### src/rtl/a2d_pkg.sv
// Shared types and constants for the A/D round sequencer.
package a2d_pkg;

   typedef enum logic [2:0] {
      StIdle,
      StCnv,
      StWtCnv,
      StGap,
      StRd,
      StWtRd
   } state_e;

   // Physical ADC channel numbers in round order.
   localparam logic [2:0]  CH_BATT    = 3'd0;
   localparam logic [2:0]  CH_CURR    = 3'd1;
   localparam logic [2:0]  CH_BRAKE   = 3'd3;
   localparam logic [2:0]  CH_TORQUE  = 3'd4;

   // Slot index of the last channel in a round.
   localparam logic [1:0]  IDX_TORQUE = 2'd3;

   localparam logic [15:0] RD_CMD     = 16'h0000;

   // Map a round slot to its ADC channel number.
   function automatic logic [2:0] idx2ch(input logic [1:0] idx);
      logic [2:0] ch;
      case (idx)
         2'd0:    ch = CH_BATT;
         2'd1:    ch = CH_CURR;
         2'd2:    ch = CH_BRAKE;
         default: ch = CH_TORQUE;
      endcase
      return ch;
   endfunction

   function automatic logic [15:0] cnv_cmd(input logic [2:0] ch);
      return {2'b00, ch, 11'h000};
   endfunction

endpackage

### src/rtl/a2d_round_tmr.sv
// Free-running round timer; wrap is high in the cycle the count goes all-ones -> zero.
module a2d_round_tmr #(
   parameter int unsigned PERIOD_W = 14
) (
   input  logic clk,
   input  logic rst_n,
   output logic wrap
);

   localparam logic [PERIOD_W-1:0] ONE = {{(PERIOD_W-1){1'b0}}, 1'b1};

   logic [PERIOD_W-1:0] r_cnt;

   // Count every clock, rolling over naturally.
   always_ff @(posedge clk or negedge rst_n) begin
      if (!rst_n) begin
         r_cnt <= '0;
      end else begin
         r_cnt <= r_cnt + ONE;
      end
   end

   assign wrap = &r_cnt;

endmodule

### src/rtl/a2d_seq.sv
// A/D round sequencer: converts then reads batt, curr, brake, torque over SPI once per
// timer period. Define A2D_SEQ_AVG_EN to store a rounded running average instead of raw data.
module a2d_seq
   import a2d_pkg::*;
#(
   parameter int unsigned PERIOD_W = 14
) (
   input  logic        clk,
   input  logic        rst_n,
   output logic        snd,
   output logic [15:0] cmd,
   input  logic        done,
   input  logic [15:0] resp,
   output logic [11:0] batt,
   output logic [11:0] curr,
   output logic [11:0] brake,
   output logic [11:0] torque,
   output logic        cnv_cmplt
);

   state_e      r_state;
   state_e      w_next;
   logic [1:0]  r_idx;
   logic        r_cmplt;
   logic [11:0] r_res [4];
   logic        w_wrap;
   logic        w_snd;
   logic [15:0] w_cmd;
   logic        w_wr;
   logic [11:0] w_new;
   logic        unused_resp;

   assign unused_resp = ^resp[15:12];

   a2d_round_tmr #(
      .PERIOD_W(PERIOD_W)
   ) u_tmr (
      .clk  (clk),
      .rst_n(rst_n),
      .wrap (w_wrap)
   );

`ifdef A2D_SEQ_AVG_EN
   logic [12:0] w_sum;
   assign w_sum = {1'b0, r_res[r_idx]} + {1'b0, resp[11:0]} + 13'd1;
   assign w_new = w_sum[12:1];
`else
   assign w_new = resp[11:0];
`endif

   // Next-state and SPI request decode; round requests outside StIdle are simply not looked at.
   always_comb begin
      w_next = r_state;
      w_snd  = 1'b0;
      w_cmd  = RD_CMD;
      w_wr   = 1'b0;
      case (r_state)
         StIdle: begin
            if (w_wrap) w_next = StCnv;
         end
         StCnv: begin
            w_snd  = 1'b1;
            w_cmd  = cnv_cmd(idx2ch(r_idx));
            w_next = StWtCnv;
         end
         StWtCnv: begin
            if (done) w_next = StGap;
         end
         StGap: begin
            w_next = StRd;
         end
         StRd: begin
            w_snd  = 1'b1;
            w_cmd  = RD_CMD;
            w_next = StWtRd;
         end
         StWtRd: begin
            if (done) begin
               w_wr   = 1'b1;
               w_next = (r_idx == IDX_TORQUE) ? StIdle : StCnv;
            end
         end
         default: w_next = StIdle;
      endcase
   end

   // State, channel slot and round-complete pulse.
   always_ff @(posedge clk or negedge rst_n) begin
      if (!rst_n) begin
         r_state <= StIdle;
         r_idx   <= 2'd0;
         r_cmplt <= 1'b0;
      end else begin
         r_state <= w_next;
         r_cmplt <= w_wr && (r_idx == IDX_TORQUE);
         if (w_wr) r_idx <= r_idx + 2'd1;
      end
   end

   // Result registers; only the current slot is written, on a read completion.
   always_ff @(posedge clk or negedge rst_n) begin
      if (!rst_n) begin
         for (int i = 0; i < 4; i++) r_res[i] <= 12'h000;
      end else if (w_wr) begin
         r_res[r_idx] <= w_new;
      end
   end

   assign snd       = w_snd;
   assign cmd       = w_cmd;
   assign batt      = r_res[0];
   assign curr      = r_res[1];
   assign brake     = r_res[2];
   assign torque    = r_res[3];
   assign cnv_cmplt = r_cmplt;

endmodule

### config.mk
export PLATFORM = sky130hd
export DESIGN_NAME = a2d_seq
export DESIGN_NICKNAME = d
export VERILOG_FILES = /design/src/rtl/a2d_pkg.sv /design/src/rtl/a2d_round_tmr.sv /design/src/rtl/a2d_seq.sv
export SDC_FILE = /design/constraint.sdc
export NUM_CORES = 1
export LEC_CHECK = 0
export ABC_AREA = 1
export BUFFER_PORTS_ARGS = -buffer_cell sky130_fd_sc_hd__buf_2
export CORE_MARGIN = 2
export CORE_UTILIZATION = 39
export CTS_CLUSTER_DIAMETER = 50
export DETAILED_ROUTE_END_ITERATION = 8
export PLACE_DENSITY = 0.66
export REMOVE_ABC_BUFFERS = 1
export SETUP_SLACK_MARGIN = 0.05
export SYNTH_ARGS = -nofsm -noshare
export SYNTH_HDL_FRONTEND = slang
export SYNTH_SLANG_ARGS = --single-unit
### constraint.sdc
create_clock -name clk -period 2.9 [get_ports clk]
set_clock_uncertainty 0.2 [all_clocks]
set_input_delay 0.145 -clock clk [delete_from_list [all_inputs] [get_ports clk]]
set_output_delay 0.145 -clock clk [all_outputs]
set_load 0.01 [all_outputs]
==> metrics.cfg, run 1 <==
[run_status]
status = completed

[layout]
syn2layout_area_growth_pct = 21.0
nFillCells = 737
antenna_cells = 0
fin_nets = 400
final_util = 0.479
final_layout_size_suffix_gt1_frac = 0.317

[logic_synthesis]
synth_commonest_cells = dfrtp_1, nand2_1, o21ai_2, inv_1, o21ai_1
async_reset_ff_frac = 1.00
synth_top_family_by_area = simple AND/OR/NAND/NOR gates
synth_compound_area_frac = 0.122
synthXorXnorAreaFrac = 0.0378
yosysWarnings = 0
synth_top_cell_area_share = 0.565
synth_cells = 290
synth-edff-count = 0
synth-simple-area-share = 0.149
yosysTopAreaCell = dfrtp_1
yosysMostFrequentCell = dfrtp_1
yosysSeqAreaShare = 0.565
synth_fa_ha_area_frac = 0.0249
muxShareOfSynthArea = 0
synth_seq_cells = 68
ys_types = 23
post_synth.cell_area_avg_sq_um = 10.4
synth_area_sq_um = 3010
yosys-top-cells-area = dfrtp_1, o21ai_2, nand2_1, inv_1, o21ai_1
dominantRegCellSynth = dfrtp_1

[timing]
post-route-period-util = 0.598
tightest_slew_ns = 0.959
period_needed_ns = 1.73
setup_viol = 0
rsz0062_at_grt = no
maxSlewHeadroom = 0.361
finalHoldViolations = 0
slew_viol_final = 0
fin_setup_tns_ns = 0
fmax_ghz = 0.576

[power_and_ir_drop]
vdd_drop_max_uv = 347
power_density_nw_per_um2 = 943
p_sw_frac = 0.373
power_frac_seq = 0.442
clockPowerShare = 0.184
finalPower_w = 0.00344
internal-power_w = 0.00216
pwr-share-comb = 0.373
p_leak_nw = 1.96
switching_power_w = 0.00128

[floorplan]
coreArea_sq_um = 7610
rows = 32
ios = 85
start_util = 0.396
fp.dieH_microns = 91.9
die_w_microns = 91.9
die_area_sq_um = 8450

[critical_path]
arrival_ns = 1.39
cp.required_ns = 2.56
setup.worst_path.start_class = register
end_kind = primary output
criticalPathCategory = register to primary output
path_max_fanout = 4

[detailed_routing]
ant_nets = 0
wl_microns = 5580
viasPerCell = 4.40
drc = 0
drtPass1Iterations = 4
routed-via-count = 2118
drtIter0Drc = 101
wl_per_cell_microns = 11.6

[placed_design]
io_buffers = 67
routabilityCongestion = 0.819
hpwl_microns = 3830

[cts]
cts_setup_buffers = 0
cts-root-buf = clkbuf_8
clock_sinks = 68
path_clk_slew_ns = 0.07
clock_latency_ns = 0.34
clk_path_buf_depth = 2
cts_tree = done
h-tree-depth = 3
cts_buffers = 9

[global_routing]
grt_pass1_wl_microns = 9500
grt_pass1_vias = 2004
grt_overflow_total = 0
grt_start_max_net_pins = 46
grt_antenna_before_repair = 0
track_usage = 0.144

[run]
maxCapViolCount = 0

[hold_path]
min_path_type = register to register

-- cell type report --
type                    count  area, sq um  share of cell area
clock inverters             5         30.0             0.00823
flip-flops and latches     68         1700               0.467
multi-input cells         184         1050               0.289
repair buffers             83          490               0.134
clock buffers              10          128              0.0350
inverters                  29          116              0.0319
well taps                 102          128              0.0350
-- layout by cell type, fill, tap and decap left out, types with 9 or more instances in the layout --
| cell type | n |
|---|---|
| dfrtp_1 | 68 |
| dlygate4sd3_1 | 14 |
| nor2_1 | 13 |
| clkbuf_8 | 9 |
| buf_2 | 67 |
| o21ai_1 | 20 |
| conb_1 | 13 |
| nand3_1 | 11 |
| inv_1 | 27 |
| o21ai_2 | 28 |
| nand2_1 | 64 |
-- power groups by stage --
| stage | clock network (W) | logic, W | registers (W) |
|---|---|---|---|
| finish | 0.000634 | 0.00128 | 0.00152 |
| CTS | 0.000664 | 0.00131 | 0.00152 |
| global route | 0.000707 | 0.00145 | 0.00157 |
| global placement | 0 | 0.00126 | 0.00152 |
| detailed placement | 0 | 0.00129 | 0.00154 |
| floorplan | 0 | 0.000634 | 0.00168 |
-- metal layers --
layer	global-route usage	part of all wire
met5	0	0
met4	0.0560	0.017
met3	0.0452	0.053
met2	0.223	0.46
met1	0.190	0.47
-- worst max-delay path: stages, from the launching register on --
cell	delay (ns)
dfrtp_1	0.42
inv_1	0.13
ha_1	0.23
inv_1	0.06
nor2_1	0.08
buf_2	0.13
-- cells by family (layout without fill, tap and decap cells) --
group           after synthesis  count (layout)
other cells                   1              13
buf+inv                      50             127
compound gates               52              52
flops                        68              68
xor+xnor                     13              13
simple gates                100             100
fa+ha+maj                     6               6
-- per-stage QoR --
step / instances / instance area, sq um / setup slack [ns] / hold slack (ns)
2_1_floorplan: 281 / 2870 / 1.45 / -0.351
5_1_grt: 481 / 3650 / 1.01 / 0.275
3_3_place_gp: 452 / 3350 / 1.30 / 0.158
3_5_place_dp: 452 / 3350 / 1.26 / 0.168
4_1_cts: 481 / 3650 / 1.13 / 0.256
6_report: 481 / 3650 / 1.17 / 0.247
-- flip-flops by register name (all words and copies together), names as in the netlist --
| signal | flops |
|---|---|
| brake | 12 |
| curr | 12 |
| r_idx | 2 |
| u_tmr.r_cnt | 14 |
| batt | 12 |
| torque | 12 |
| cnv_cmplt | 1 |
| r_state | 3 |
-- worst paths after layout --
kind,cells after the start,slack (ns),start,endpoint
min in group asynchronous,2,0.29,rst_n,r_idx[0]
worst min register to register,1,0.25,u_tmr.r_cnt[0],u_tmr.r_cnt[0]
worst min-delay path,1,0.25,u_tmr.r_cnt[0],u_tmr.r_cnt[0]
max in group asynchronous,3,1.43,rst_n,curr[9]
worst max register to register,8,1.26,r_state[1],torque[5]
worst max-delay path,5,1.17,r_idx[0],cmd[12]
-- repair_timing --
| action | 4_1_cts | 5_1_grt |
|---|---|---|
| hold buffers | 14 | 0 |
| hold endpoints to repair | 95 | 0 |
| resized for setup | 0 | 0 |
(Power assumes the default switching activity.)
==> run 2, diff against run 1 <==
- ABC_AREA: 1 -> 0
- PLACE_DENSITY: 0.66 -> 0.68
- clock period: 2.9 -> 1.5 ns (I/O delays scaled with it)
==> metrics.cfg, run 2 <==
[detailed_routing]
wl_met3_microns = 397
drc = 0
viasPerCell = 4.65
wl_microns = 6900
wl_met1_microns = 3100
wl_met2_microns = 3320
wl_per_cell_microns = 16.1
routed-via-count = 1994
drtPass1Iterations = 4
ant_nets = 0
drtIter0Drc = 71
highest_layer = met4

[logic_synthesis]
yosysMostFrequentCell = dfrtp_1
synth_seq_cells = 68
ys_types = 29
post_synth.cell_area_avg_sq_um = 14.5
yosysSeqAreaShare = 0.567
dominantRegCellSynth = dfrtp_1
yosysWarnings = 0
async_reset_ff_frac = 1.00
yosysTopAreaCell = dfrtp_1
synth_cells = 207
synth_commonest_cells = dfrtp_1, mux2_4, mux2_2, buf_4
synth_top_cell_area_share = 0.567
yosys-top-cells-area = dfrtp_1, mux2_4, mux2_2, buf_4, ha_1
synth-edff-count = 0
synth_area_sq_um = 3000

[placed_design]
place_area_sq_um = 3490
routabilityCongestion = 0.741
hpwl_microns = 4320
place_ws_ns = -0.168
io_buffers = 67

[critical_path]
critPathMaxStageDelay_ns = 0.40
setup.worst_path.start_class = register
cp.required_ns = 1.22
r2r_start = r_state[1]
path_max_fanout = 3
r2r_end = batt[2]
path_buf_inv = 3
criticalPathCategory = register to primary output
cpLargestDelayFamily = flip-flops
crit_slowest_cell = dfrtp_1
end_kind = primary output
cp_cell_sequence = buf_4 > buf_6 > ha_2 > nor3b_2 > buf_2
r2r_cells = 5
rrSetupSlack_ns = -0.22
arrival_ns = 1.44

[layout]
top_register = u_tmr.r_cnt
fin_nets = 350
regArea_sq_um = 1710
final_common_cell = buf_2
fin_area_sq_um = 4300
largest_register_ffs = 14
antenna_cells = 0
final_layout_size_suffix_gt1_frac = 0.576
syn2layout_area_growth_pct = 43.3
nFillCells = 576
final_cell_mix = buf_2, dfrtp_1, mux2_4
multiInputGateArea_sq_um = 1410

[floorplan]
coreArea_sq_um = 7330
die_w_microns = 91.7
start_util = 0.409
die_area_sq_um = 8410
ios = 85
rows = 31
fp.dieH_microns = 91.7

[run_status]
violations = negative hold slack, negative setup slack
status = complete, but fails checks

[power_and_ir_drop]
vdd_drop_max_uv = 865
p_leak_nw = 2.27
clockPowerShare = 0.238
p_sw_frac = 0.317
pwr-share-comb = 0.380
switching_power_w = 0.00226
power_frac_seq = 0.382
power_density_nw_per_um2 = 1660
internal-power_w = 0.00487

[timing]
fin_setup_tns_ns = -9.47
post-route-period-util = 1.15
finalHoldViolations = 12
hold-worst-slack_ns = -0.0347
setup_viol = 54
rsz0062_at_grt = yes
period_needed_ns = 1.72
setup_ws_ns = -0.219
fmax_ghz = 0.582
slew_viol_final = 0

[global_routing]
grt_pass1_wl_microns = 10700
grt_antenna_before_repair = 0
track_usage = 0.167
grt_overflow_total = 0
grt_start_max_net_pins = 45
grt_pass1_vias = 1995

[cts]
clock_latency_ns = 0.34
cts_buffers = 9
cts_tree = done
h-tree-depth = 3
clock_sinks = 68
clk_path_buf_depth = 2
path_clk_slew_ns = 0.07
cts-root-buf = clkbuf_8

[hold_path]
min_path_type = primary input to asynchronous set/reset pin

[run]
maxCapViolCount = 0

[run 2: timing repair]
action	4_1_cts	5_1_grt
pin swaps	4	8
hold buffers	14	0
setup buffers	8	5
resized for setup	27	37
hold endpoints to repair	117	0
endpoints found under the setup margin	53	58
gates cloned	3	0
[run 2: layer usage]
layer / vias up / track usage
met5: - / 0
met4: 0 / 0.0672
met3: 8 / 0.0435
met2: 63 / 0.258
met1: 995 / 0.226
li1: 928 / -
[run 2: through the flow]
stage          power [W]  utilization  instances
2_1_floorplan    0.00381            -        200
3_3_place_gp     0.00474        0.476        384
3_5_place_dp     0.00478        0.476        384
4_1_cts          0.00688        0.561        425
5_1_grt          0.00752        0.586        429
6_report         0.00713        0.586        429
[run 2: how the worst max path moves through the flow]
| stage | startpoint | endpoint | slack [ns] | depth (start not counted) |
|---|---|---|---|---|
| 6_report | r_idx[0] | cmd[13] | -0.22 | 5 |
| 3_3_place_gp | r_idx[0] | batt[1] | -0.14 | 5 |
| 4_1_cts | r_idx[0] | cmd[11] | -0.21 | 5 |
| 3_5_place_dp | r_idx[0] | torque[0] | -0.17 | 4 |
| 2_1_floorplan | r_idx[0] | brake[10] | -0.47 | 5 |
| 5_1_grt | r_idx[0] | cmd[11] | -0.28 | 5 |
[run 2: logic make-up after synthesis]
| group | after synthesis | synth area share |
|---|---|---|
| adder cells (fa/ha/maj) | 6 | 0.0250 |
| buffers and inverters | 25 | 0.0605 |
| other | 1 | 0.00125 |
| multiplexers | 48 | 0.217 |
| XOR/XNOR | 14 | 0.0409 |
| flip-flops | 68 | 0.567 |
| AND/OR/NAND/NOR | 38 | 0.0747 |
| AO/OA/AOI/OAI | 7 | 0.0138 |
[run 2: area by class of cell]
class                      instances  area share
sequential                        68       0.397
clock inverter                     6      0.0201
clock buffer                      10      0.0320
timing repair buffer             111       0.190
inverter                           6     0.00582
tap                               99      0.0288
multi-input combinational        129       0.327
[run 2: power groups by stage]
stage / Combinational [W] / Sequential, W / Clock, W
detailed placement: 0.00206 / 0.00272 / 0
global route: 0.00290 / 0.00279 / 0.00183
CTS: 0.00245 / 0.00270 / 0.00172
floorplan: 0.000875 / 0.00294 / 0
global placement: 0.00202 / 0.00272 / 0
finish: 0.00271 / 0.00272 / 0.00169
==> run 3, diff against run 2 <==
- CORE_UTILIZATION: 39 -> 30
- PLACE_DENSITY: 0.68 -> 0.56
==> metrics.cfg, run 3 (synthesis gave the netlist of run 2 again) <==
[run_status]
status = complete, but fails checks
violations = negative setup slack

[power_and_ir_drop]
power_frac_seq = 0.387
p_leak_nw = 2.21
switching_power_w = 0.00228
vdd_drop_max_uv = 780
p_sw_frac = 0.327
pwr-share-comb = 0.389
clockPowerShare = 0.223
internal-power_w = 0.00471
power_density_nw_per_um2 = 1630

[global_routing]
grt_antenna_before_repair = 0
track_usage = 0.139
grt_start_max_net_pins = 47
grt_overflow_total = 0
grt_pass1_wl_microns = 11600
grt_pass1_vias = 2125

[layout]
largest_register_ffs = 14
antenna_cells = 0
nFillCells = 935
syn2layout_area_growth_pct = 43.1
top_register = u_tmr.r_cnt
fin_nets = 352
final_common_cell = buf_2
fin_cells = 465
final_cell_mix = buf_2, dfrtp_1, mux2_4
final_layout_size_suffix_gt1_frac = 0.578
final_util = 0.441

[placed_design]
routabilityCongestion = 0.735
hpwl_microns = 4370
placed_cells = 416
io_buffers = 67

[detailed_routing]
wl_per_cell_microns = 15.3
wl_microns = 7120
drtIter0Drc = 47
drtPass1Iterations = 4
viasPerCell = 4.30
drc = 0
ant_nets = 0
routed-via-count = 1998

[floorplan]
start_util = 0.308
die_area_sq_um = 10800
coreArea_sq_um = 9730
die_w_microns = 104
ios = 85
rows = 36
fp.dieH_microns = 104

[timing]
rsz0062_at_grt = yes
hold-worst-slack_ns = 0.0606
setup_viol = 54
finalHoldViolations = 0
setup_ws_ns = -0.238
slew_viol_final = 0
period_needed_ns = 1.74
fmax_ghz = 0.575
post-route-period-util = 1.16

[cts]
cts_tree = done
cts-root-buf = clkbuf_8
path_clk_slew_ns = 0.08
cts_buffers = 9
clk_path_buf_depth = 2
clock_sinks = 68
h-tree-depth = 3
clock_latency_ns = 0.35

[critical_path]
arrival_ns = 1.46
setup.worst_path.start_class = register
path_max_fanout = 2
end_kind = primary output
criticalPathCategory = register to primary output
cp.required_ns = 1.22
r2r_cells = 4
r2r_start = r_state[1]
rrSetupSlack_ns = -0.19
r2r_end = curr[3]

[hold_path]
hp-start = done
holdPathStages = 5
min_path_type = primary input to register
holdPathEnd = r_state[0]

[run]
maxCapViolCount = 0

[run 3: cell count changes in the layout (fill, tap and decap cells not counted), moves of 2 or more]
cell      change
nor4_2        +2
nand3_1       -2
nor4_4        -2
inv_6         +3
clkinv_2      -2
buf_4         +4
nand3_2       +2
[run 3: cell type report]
class                      count  area, sq um  area share
clock inverter                 7         80.1      0.0187
timing repair buffer         113          803       0.187
clock buffer                   9          124      0.0289
tap                          133          166      0.0388
sequential                    68         1710       0.397
multi-input combinational    129         1390       0.323
inverter                       6         25.0     0.00583
[run 3: worst max-delay path by stage]
stage	slack, ns	cells after the start	to	from
after CTS	-0.25	5	cmd[11]	r_idx[0]
after detailed placement	-0.26	4	batt[1]	r_state[1]
final	-0.24	5	cmd[11]	r_idx[0]
after global routing	-0.29	5	cmd[11]	r_idx[0]
after global placement	-0.22	4	batt[0]	r_state[1]
after floorplan	-0.47	5	brake[10]	r_idx[0]
[run 3: worst max-delay path, stage by stage (launching register included)]
cell and delay (ns):
dfrtp_1 0.38, inv_2 0.05, buf_6 0.12, ha_4 0.26, nor3b_2 0.15, buf_2 0.15
[run 3: timing repair]
action,4_1_cts,5_1_grt
gates resized for setup,41,19
buffers inserted,10,9
hold buffers,14,0
cloned,3,0
hold endpoints to repair,118,0
setup endpoints to repair,55,63
pin swaps,6,11
[run 3: routing by layer]
layer	routed length (microns)	track usage
met3	420	0.0539
met2	3330	0.216
met1	3270	0.182
met4	102	0.0357
met5	0	0
[run 3: per-stage QoR]
step / setup slack [ns] / power (W) / area, sq um / setup TNS (ns)
after floorplan: -0.466 / 0.00381 / 2890 / -14.52
after detailed placement: -0.257 / 0.00475 / 3530 / -10.50
after global routing: -0.292 / 0.00741 / 4290 / -10.49
after CTS: -0.249 / 0.00689 / 4170 / -8.33
after global placement: -0.225 / 0.00471 / 3530 / -9.56
final: -0.238 / 0.00699 / 4290 / -8.59
[run 3: power by group through the flow]
| stage | logic, W | clock network (W) | registers (W) |
|---|---|---|---|
| floorplan | 0.000875 | 0 | 0.00294 |
| global placement | 0.00200 | 0 | 0.00271 |
| detailed placement | 0.00203 | 0 | 0.00272 |
| CTS | 0.00257 | 0.00161 | 0.00271 |
| global route | 0.00293 | 0.00169 | 0.00278 |
| finish | 0.00272 | 0.00156 | 0.00271 |
